===== config.mk =====
export PLATFORM = sky130hd
export DESIGN_NAME = imem_fetch_sequencer
export DESIGN_NICKNAME = d
export VERILOG_FILES = /design/src/rtl/imem_pkg.sv /design/src/rtl/imem_port_mux.sv /design/src/rtl/imem_fetch_sequencer.sv
export SDC_FILE = /design/constraint.sdc
export NUM_CORES = 1
export LEC_CHECK = 0
export ABC_AREA = 1
export ABC_CLOCK_PERIOD_IN_PS = 1700
export CORE_ASPECT_RATIO = 2
export CORE_MARGIN = 4
export CORE_UTILIZATION = 38
export CTS_CLUSTER_DIAMETER = 50
export DETAILED_ROUTE_END_ITERATION = 8
export PLACE_DENSITY_LB_ADDON = 0.15
export SLEW_MARGIN = 10
export SYNTH_ARGS = -nofsm -noshare
export SYNTH_HDL_FRONTEND = slang
export SYNTH_SLANG_ARGS = --single-unit

===== constraint.sdc =====
create_clock -name clk -period 1.7 [get_ports clk]
set_input_delay 0.425 -clock clk [delete_from_list [all_inputs] [get_ports clk]]
set_output_delay 0.425 -clock clk [all_outputs]
set_load 0.02 [all_outputs]

===== src/rtl/imem_pkg.sv =====
// Shared types and defaults for the instruction-memory fetch sequencer.
package imem_pkg;

  localparam int unsigned AW_DEF = 10;
  localparam int unsigned DW_DEF = 32;
  localparam logic [31:0] HALT_WORD_DEF = 32'hFFFF_FFFF;

  typedef enum logic [1:0] {
    ST_IDLE = 2'd0,
    ST_RUN  = 2'd1,
    ST_LOAD = 2'd2,
    ST_HALT = 2'd3
  } state_e;

endpackage


===== src/rtl/imem_port_mux.sv =====
// Selects whether the single memory port serves instruction fetch or the program loader.
module imem_port_mux
  import imem_pkg::*;
#(
  parameter int unsigned AW = AW_DEF,
  parameter int unsigned DW = DW_DEF
) (
  input  state_e          state_i,
  input  logic [AW-1:0]   pc_i,
  input  logic            ld_req_i,
  input  logic [AW-1:0]   ld_addr_i,
  input  logic [DW-1:0]   ld_data_i,
  output logic            ld_gnt,
  output logic [AW-1:0]   mem_addr,
  output logic            mem_we,
  output logic [DW-1:0]   mem_wdata
);

  always_comb begin
    mem_addr  = pc_i;
    mem_we    = 1'b0;
    mem_wdata = '0;
    ld_gnt    = 1'b0;
    if (state_i == ST_LOAD) begin
      mem_addr  = ld_addr_i;
      mem_wdata = ld_data_i;
      mem_we    = ld_req_i;
      ld_gnt    = ld_req_i;
    end
  end

endmodule


===== src/rtl/imem_fetch_sequencer.sv =====
// PC owner and fetch/loader sequencer for a single-port instruction memory.
// Optional halt-word detection is enabled by defining IMEM_FETCH_HALT_DETECT_EN.
module imem_fetch_sequencer
  import imem_pkg::*;
#(
  parameter int unsigned    AW        = AW_DEF,
  parameter int unsigned    DW        = DW_DEF,
  parameter logic [AW-1:0]  RESET_PC  = '0,
  parameter logic [DW-1:0]  HALT_WORD = DW'(HALT_WORD_DEF)
) (
  input  logic            clk,
  input  logic            rst,
  input  logic            start,
  input  logic            stall,
  input  logic            redirect_valid,
  input  logic [AW-1:0]   redirect_pc,
  input  logic            ld_req,
  input  logic [AW-1:0]   ld_addr,
  input  logic [DW-1:0]   ld_data,
  output logic            ld_gnt,
  output logic [AW-1:0]   mem_addr,
  output logic            mem_we,
  output logic [DW-1:0]   mem_wdata,
  input  logic [DW-1:0]   mem_rdata,
  output logic            if_valid,
  output logic [AW-1:0]   if_pc,
  output logic [DW-1:0]   if_instr,
  output logic [1:0]      state
);

`ifdef IMEM_FETCH_HALT_DETECT_EN
  localparam bit HALT_DET_EN = 1'b1;
`else
  localparam bit HALT_DET_EN = 1'b0;
`endif

  state_e          state_q, state_d;
  state_e          ret_q, ret_d;
  logic [AW-1:0]   pc_q, pc_d;
  logic            if_valid_q, if_valid_d;
  logic [AW-1:0]   if_pc_q, if_pc_d;
  logic [DW-1:0]   if_instr_q, if_instr_d;
  logic            halt_hit_c;

  assign halt_hit_c = HALT_DET_EN && (mem_rdata == HALT_WORD);

  always_ff @(posedge clk or negedge rst) begin
    if (!rst) begin
      state_q    <= ST_IDLE;
      ret_q      <= ST_IDLE;
      pc_q       <= RESET_PC;
      if_valid_q <= 1'b0;
      if_pc_q    <= '0;
      if_instr_q <= '0;
    end else begin
      state_q    <= state_d;
      ret_q      <= ret_d;
      pc_q       <= pc_d;
      if_valid_q <= if_valid_d;
      if_pc_q    <= if_pc_d;
      if_instr_q <= if_instr_d;
    end
  end

  // Next-state: loader beats redirect, redirect beats stall, stall beats fetch.
  always_comb begin
    state_d    = state_q;
    ret_d      = ret_q;
    pc_d       = pc_q;
    if_valid_d = if_valid_q;
    if_pc_d    = if_pc_q;
    if_instr_d = if_instr_q;
    case (state_q)
      ST_IDLE: begin
        if (ld_req) begin
          state_d = ST_LOAD;
          ret_d   = ST_IDLE;
        end else if (start) begin
          state_d = ST_RUN;
          pc_d    = RESET_PC;
        end
      end
      ST_RUN: begin
        if (ld_req) begin
          state_d    = ST_LOAD;
          ret_d      = ST_RUN;
          if_valid_d = 1'b0;
          if (redirect_valid) pc_d = redirect_pc;
        end else if (redirect_valid) begin
          pc_d       = redirect_pc;
          if_valid_d = 1'b0;
        end else if (stall) begin
          pc_d = pc_q;
        end else if (halt_hit_c) begin
          state_d    = ST_HALT;
          if_valid_d = 1'b0;
        end else begin
          if_instr_d = mem_rdata;
          if_pc_d    = pc_q;
          if_valid_d = 1'b1;
          pc_d       = pc_q + AW'(1);
        end
      end
      ST_LOAD: begin
        if_valid_d = 1'b0;
        if (!ld_req) state_d = ret_q;
      end
      ST_HALT: begin
        if (ld_req) begin
          state_d = ST_LOAD;
          ret_d   = ST_IDLE;
        end else if (start) begin
          state_d = ST_RUN;
          pc_d    = RESET_PC;
        end
      end
    endcase
  end

  imem_port_mux #(
    .AW (AW),
    .DW (DW)
  ) u_port_mux (
    .state_i   (state_q),
    .pc_i      (pc_q),
    .ld_req_i  (ld_req),
    .ld_addr_i (ld_addr),
    .ld_data_i (ld_data),
    .ld_gnt    (ld_gnt),
    .mem_addr  (mem_addr),
    .mem_we    (mem_we),
    .mem_wdata (mem_wdata)
  );

  assign if_valid = if_valid_q;
  assign if_pc    = if_pc_q;
  assign if_instr = if_instr_q;
  assign state    = state_q;

endmodule


==> results.sh <==
export IMPL_io_pins=179
export IMPL_drtIter0Drc=155
export IMPL_netlist_area_mm2=0.00302
export IMPL_power_switching_fraction_pct=41.7
export IMPL_place_port_buffers=178
export IMPL_power_per_cell_area_mw_per_mm2=1690
export IMPL_synth_seq_cells=56
export IMPL_critical_path_arrival_ns=1.48
export IMPL_fin_nets=657
export IMPL_power_ir_vdd_worst_uv=1090
export IMPL_post_synth_xor_area_fraction_pct=0.290
export IMPL_critPathRequiredTime_ns=1.27
export IMPL_failing_checks="setup timing"
export IMPL_synthMuxAreaShare_pct=16.0
export IMPL_initial_antenna_violation_count=0
export IMPL_fmaxAchievable_mhz=524
export IMPL_synth_compound_area_share_pct=6.26
export IMPL_async_reset_ff_share_pct=100
export IMPL_timing_max_cap_violations=0
export IMPL_fp_coreArea_mm2=0.00766
export IMPL_final_area_mm2=0.00600
export IMPL_ys_warnings_count=0
export IMPL_cts_num_sinks=56
export IMPL_p_switching_uw=4230
export IMPL_source_to_sink_clock_delay_at_the_later_pin_of_the_worst_skew_pair_ns=0.30
export IMPL_synth_area_in_adders_pct=1.66
export IMPL_htreeDepth=2
export IMPL_combPwrFrac_pct=66.4
export IMPL_die_y_um=134
export IMPL_synth_sequential_area_ratio_pct=46.4
export IMPL_p_leak_uw=0.00331
export IMPL_placed_cell_area_mm2=0.00520
export IMPL_drtAntennaViolNets=0
export IMPL_timing_critical_path_slowest_cell_delay_ns=0.41
export IMPL_layout_cells_most_common="sky130_fd_sc_hd__clkdlybuf4s50_1"
export IMPL_wire_per_inst_um=16.9
export IMPL_synth_fp_nets=437
export IMPL_layout_setup_ws_ns=-0.209
export IMPL_tritoncts="built"
export IMPL_max_slew_worst_pin_slew_ns=0.340
export IMPL_num_vias=3127
export IMPL_layout_filler_cells=540
export IMPL_worst_path_max_fanout=6
export IMPL_crit_slowest_cell="sky130_fd_sc_hd__dfrtp_1"
export IMPL_min_delay_path_class="in2async"
export IMPL_worst_setup_path_start_kind="register"
export IMPL_number_of_clock_buffers_inserted_by_tritoncts=5
export IMPL_finalNonFillerCells=658
export IMPL_synth_edf_count=0
export IMPL_critPathCaptureType="primary output"
export IMPL_postSynthCellCount=343
export IMPL_synthFlopType="sky130_fd_sc_hd__dfrtp_1"
export IMPL_synth_distinct_cells=25
export IMPL_finalCriticalPeriod_ns=1.91
export IMPL_run_status="complete, but fails checks"
export IMPL_flow_area_growth_from_synthesis_pct=98.7
export IMPL_cts_hold_repair_buffers=0
export IMPL_grt_pass1_wl_um=16300
export IMPL_final_min_period_over_clock_period_pct=112
export IMPL_r2r_cells=9
export IMPL_number_of_setup_violations_in_the_final_report=90
export IMPL_power_frac_clock_pct=11.8
export IMPL_critical_path_buf_inv_count=3
export IMPL_yosys_area_share_simple_pct=19.3
export IMPL_avgSynthCellArea_um2=8.81
export IMPL_grt_overflow=0
export IMPL_drc=0
export IMPL_weighted_congestion_at_the_end_of_routability_driven_global_placement=0.855
export IMPL_drive_above_1_share_pct=37.8
export IMPL_dr_pass1_iters=4
export IMPL_place_hpwl_um=7900
export IMPL_die_area_mm2=0.00953
export IMPL_globalRouteTotalUtil_pct=21.7
export IMPL_timing_critical_path_cells="ha_4 > buf_12 > buf_16 > o21ai_4 > buf_6"
export IMPL_timing_critical_path_max_delay_family="buffers and inverters"
export IMPL_number_of_global_route_vias_before_repair=3301
export IMPL_seq_power_share_pct=21.8
export IMPL_postRouteWirelength_um=11100
export IMPL_initial_core_util_pct=39.4
export IMPL_grt_start_max_net_pins=57
export IMPL_place_worst_setup_slack_ns=-0.438
export IMPL_cts_clock_pin_slew_for_the_worst_setup_and_hold_paths_ns=0.07
export IMPL_timing_final_max_slew_violations=0
export IMPL_maximum_number_of_buffers_from_clock_root_to_sink=2
export IMPL_die_width_um=71.0
export IMPL_antenna_diode_count=0
export IMPL_post_drt_via_cell_ratio=4.75
export IMPL_worstSetupPathDepth=5
export IMPL_path_type_of_the_worst_setup_path="reg2out"
export IMPL_rsz0062_at_grt="yes"
export IMPL_place_inst=631
export IMPL_num_rows=45
export IMPL_clock_tree_root_cell="sky130_fd_sc_hd__clkbuf_16"
export IMPL_cell_internal_pwr_uw=5930
export IMPL_synth_top_family_by_area="simple AND/OR/NAND/NOR gates"
export IMPL_finalHoldViolations=0
export IMPL_skew_ns=0.00642
export IMPL_layout_common_cells="sky130_fd_sc_hd__clkdlybuf4s50_1, sky130_fd_sc_hd__nand2_1, sky130_fd_sc_hd__dfrtp_1"
export IMPL_max_slew_margin_pct=77.3
[power groups by stage]
stage / Sequential (µW) / Combinational, µW / Clock, µW
finish: 2210 / 6750 / 1200
global route: 2290 / 7190 / 1280
CTS: 2210 / 6200 / 1210
detailed placement: 2230 / 5630 / 0
global placement: 2200 / 5530 / 0
floorplan: 2820 / 2340 / 0
[what timing repair did]
item,in CTS,in global routing
cloned,3,6
gates resized for setup,297,104
endpoints found under the setup margin,63,111
pin swaps,10,9
buffers inserted,6,6
[flip-flops by register name, summed over array words and instances, names as in the netlist]
name,cells
if_instr,32
if_pc,10
pc_q,10
state,2
if_valid,1
ret_q,1
[worst reg2reg max path, cell delays in order, from the launching register on]
cell                        delay (ns)
sky130_fd_sc_hd__dfrtp_1          0.41
sky130_fd_sc_hd__buf_4            0.15
sky130_fd_sc_hd__buf_6            0.11
sky130_fd_sc_hd__inv_4            0.06
sky130_fd_sc_hd__ha_4             0.13
sky130_fd_sc_hd__inv_2            0.04
sky130_fd_sc_hd__nor2_4           0.15
sky130_fd_sc_hd__nand2_8          0.13
sky130_fd_sc_hd__clkbuf_16        0.19
sky130_fd_sc_hd__mux2_4           0.29
[kinds of logic (layout without fill, tap and decap cells)]
kind of cell / count (synthesis) / count (layout)
fa+ha+maj: 4 / 4
buf+inv: 71 / 291
flops: 56 / 56
compound gates: 37 / 37
simple gates: 141 / 142
xor+xnor: 1 / 1
mux: 33 / 33
[metrics by stage]
stage	util (%)	power [µW]	hold slack [ns]	TNS (ns)
final	78.4	10200	0.133	-7.88
after global routing	78.4	10800	0.165	-13.64
after global placement	67.9	7730	0.448	-21.59
after floorplan	-	5160	0.129	-0.248
after detailed placement	67.9	7860	0.457	-23.62
after CTS	72.4	9620	0.143	-6.88
[layer usage]
layer,GRT usage (%),vias up,routed length [µm]
li1,-,1505,-
met1,22.1,1484,3660
met2,42.5,116,6630
met3,3.30,22,508
met4,8.37,0,328
met5,0,-,0
[Yosys cell counts, types with 2 or more instances]
library cell / count / area share (%)
sky130_fd_sc_hd__o22ai_1: 2 / 0.41
sky130_fd_sc_hd__inv_1: 54 / 6.7
sky130_fd_sc_hd__dfrtp_1: 56 / 46
sky130_fd_sc_hd__nand3_1: 8 / 1.3
sky130_fd_sc_hd__buf_1: 4 / 0.50
sky130_fd_sc_hd__nand4_1: 2 / 0.41
sky130_fd_sc_hd__mux2_2: 2 / 0.75
sky130_fd_sc_hd__ha_1: 4 / 1.7
sky130_fd_sc_hd__o21ai_1: 3 / 0.50
sky130_fd_sc_hd__inv_2: 3 / 0.37
sky130_fd_sc_hd__clkbuf_1: 3 / 0.37
sky130_fd_sc_hd__nor2_1: 23 / 2.9
sky130_fd_sc_hd__o21ai_0: 31 / 5.1
sky130_fd_sc_hd__buf_4: 2 / 0.50
sky130_fd_sc_hd__mux2_4: 30 / 15
sky130_fd_sc_hd__buf_6: 4 / 1.5
sky130_fd_sc_hd__nor2_4: 3 / 1.1
sky130_fd_sc_hd__nand2_1: 102 / 13
[layout make-up]
| type | count | area, µm² | area share [%] |
|---|---|---|---|
| inverters | 57 | 219 | 3.65 |
| flip-flops and latches | 56 | 1400 | 23.4 |
| clock buffers | 5 | 125 | 2.08 |
| multi-input cells | 217 | 1630 | 27.2 |
| well taps | 94 | 118 | 1.96 |
| repair buffers | 226 | 2460 | 40.9 |
| clock inverters | 3 | 46.3 | 0.771 |
[worst paths after layout]
check	startpoint	endpoint	slack (ns)
max	state[1]$_DFFE_PN0P_	mem_addr[9]	-0.21
min	rst	if_instr[18]$_DFFE_PN0P_	0.13
max reg2reg	state[1]$_DFFE_PN0P_	if_instr[8]$_DFFE_PN0P_	-0.09
min reg2reg	if_pc[9]$_DFFE_PN0P_	if_pc[9]$_DFFE_PN0P_	0.48
max in group asynchronous	rst	state[0]$_DFFE_PN0P_	1.32
min in group clk	if_pc[9]$_DFFE_PN0P_	if_pc[9]$_DFFE_PN0P_	0.48
(Power assumes the default switching activity.)
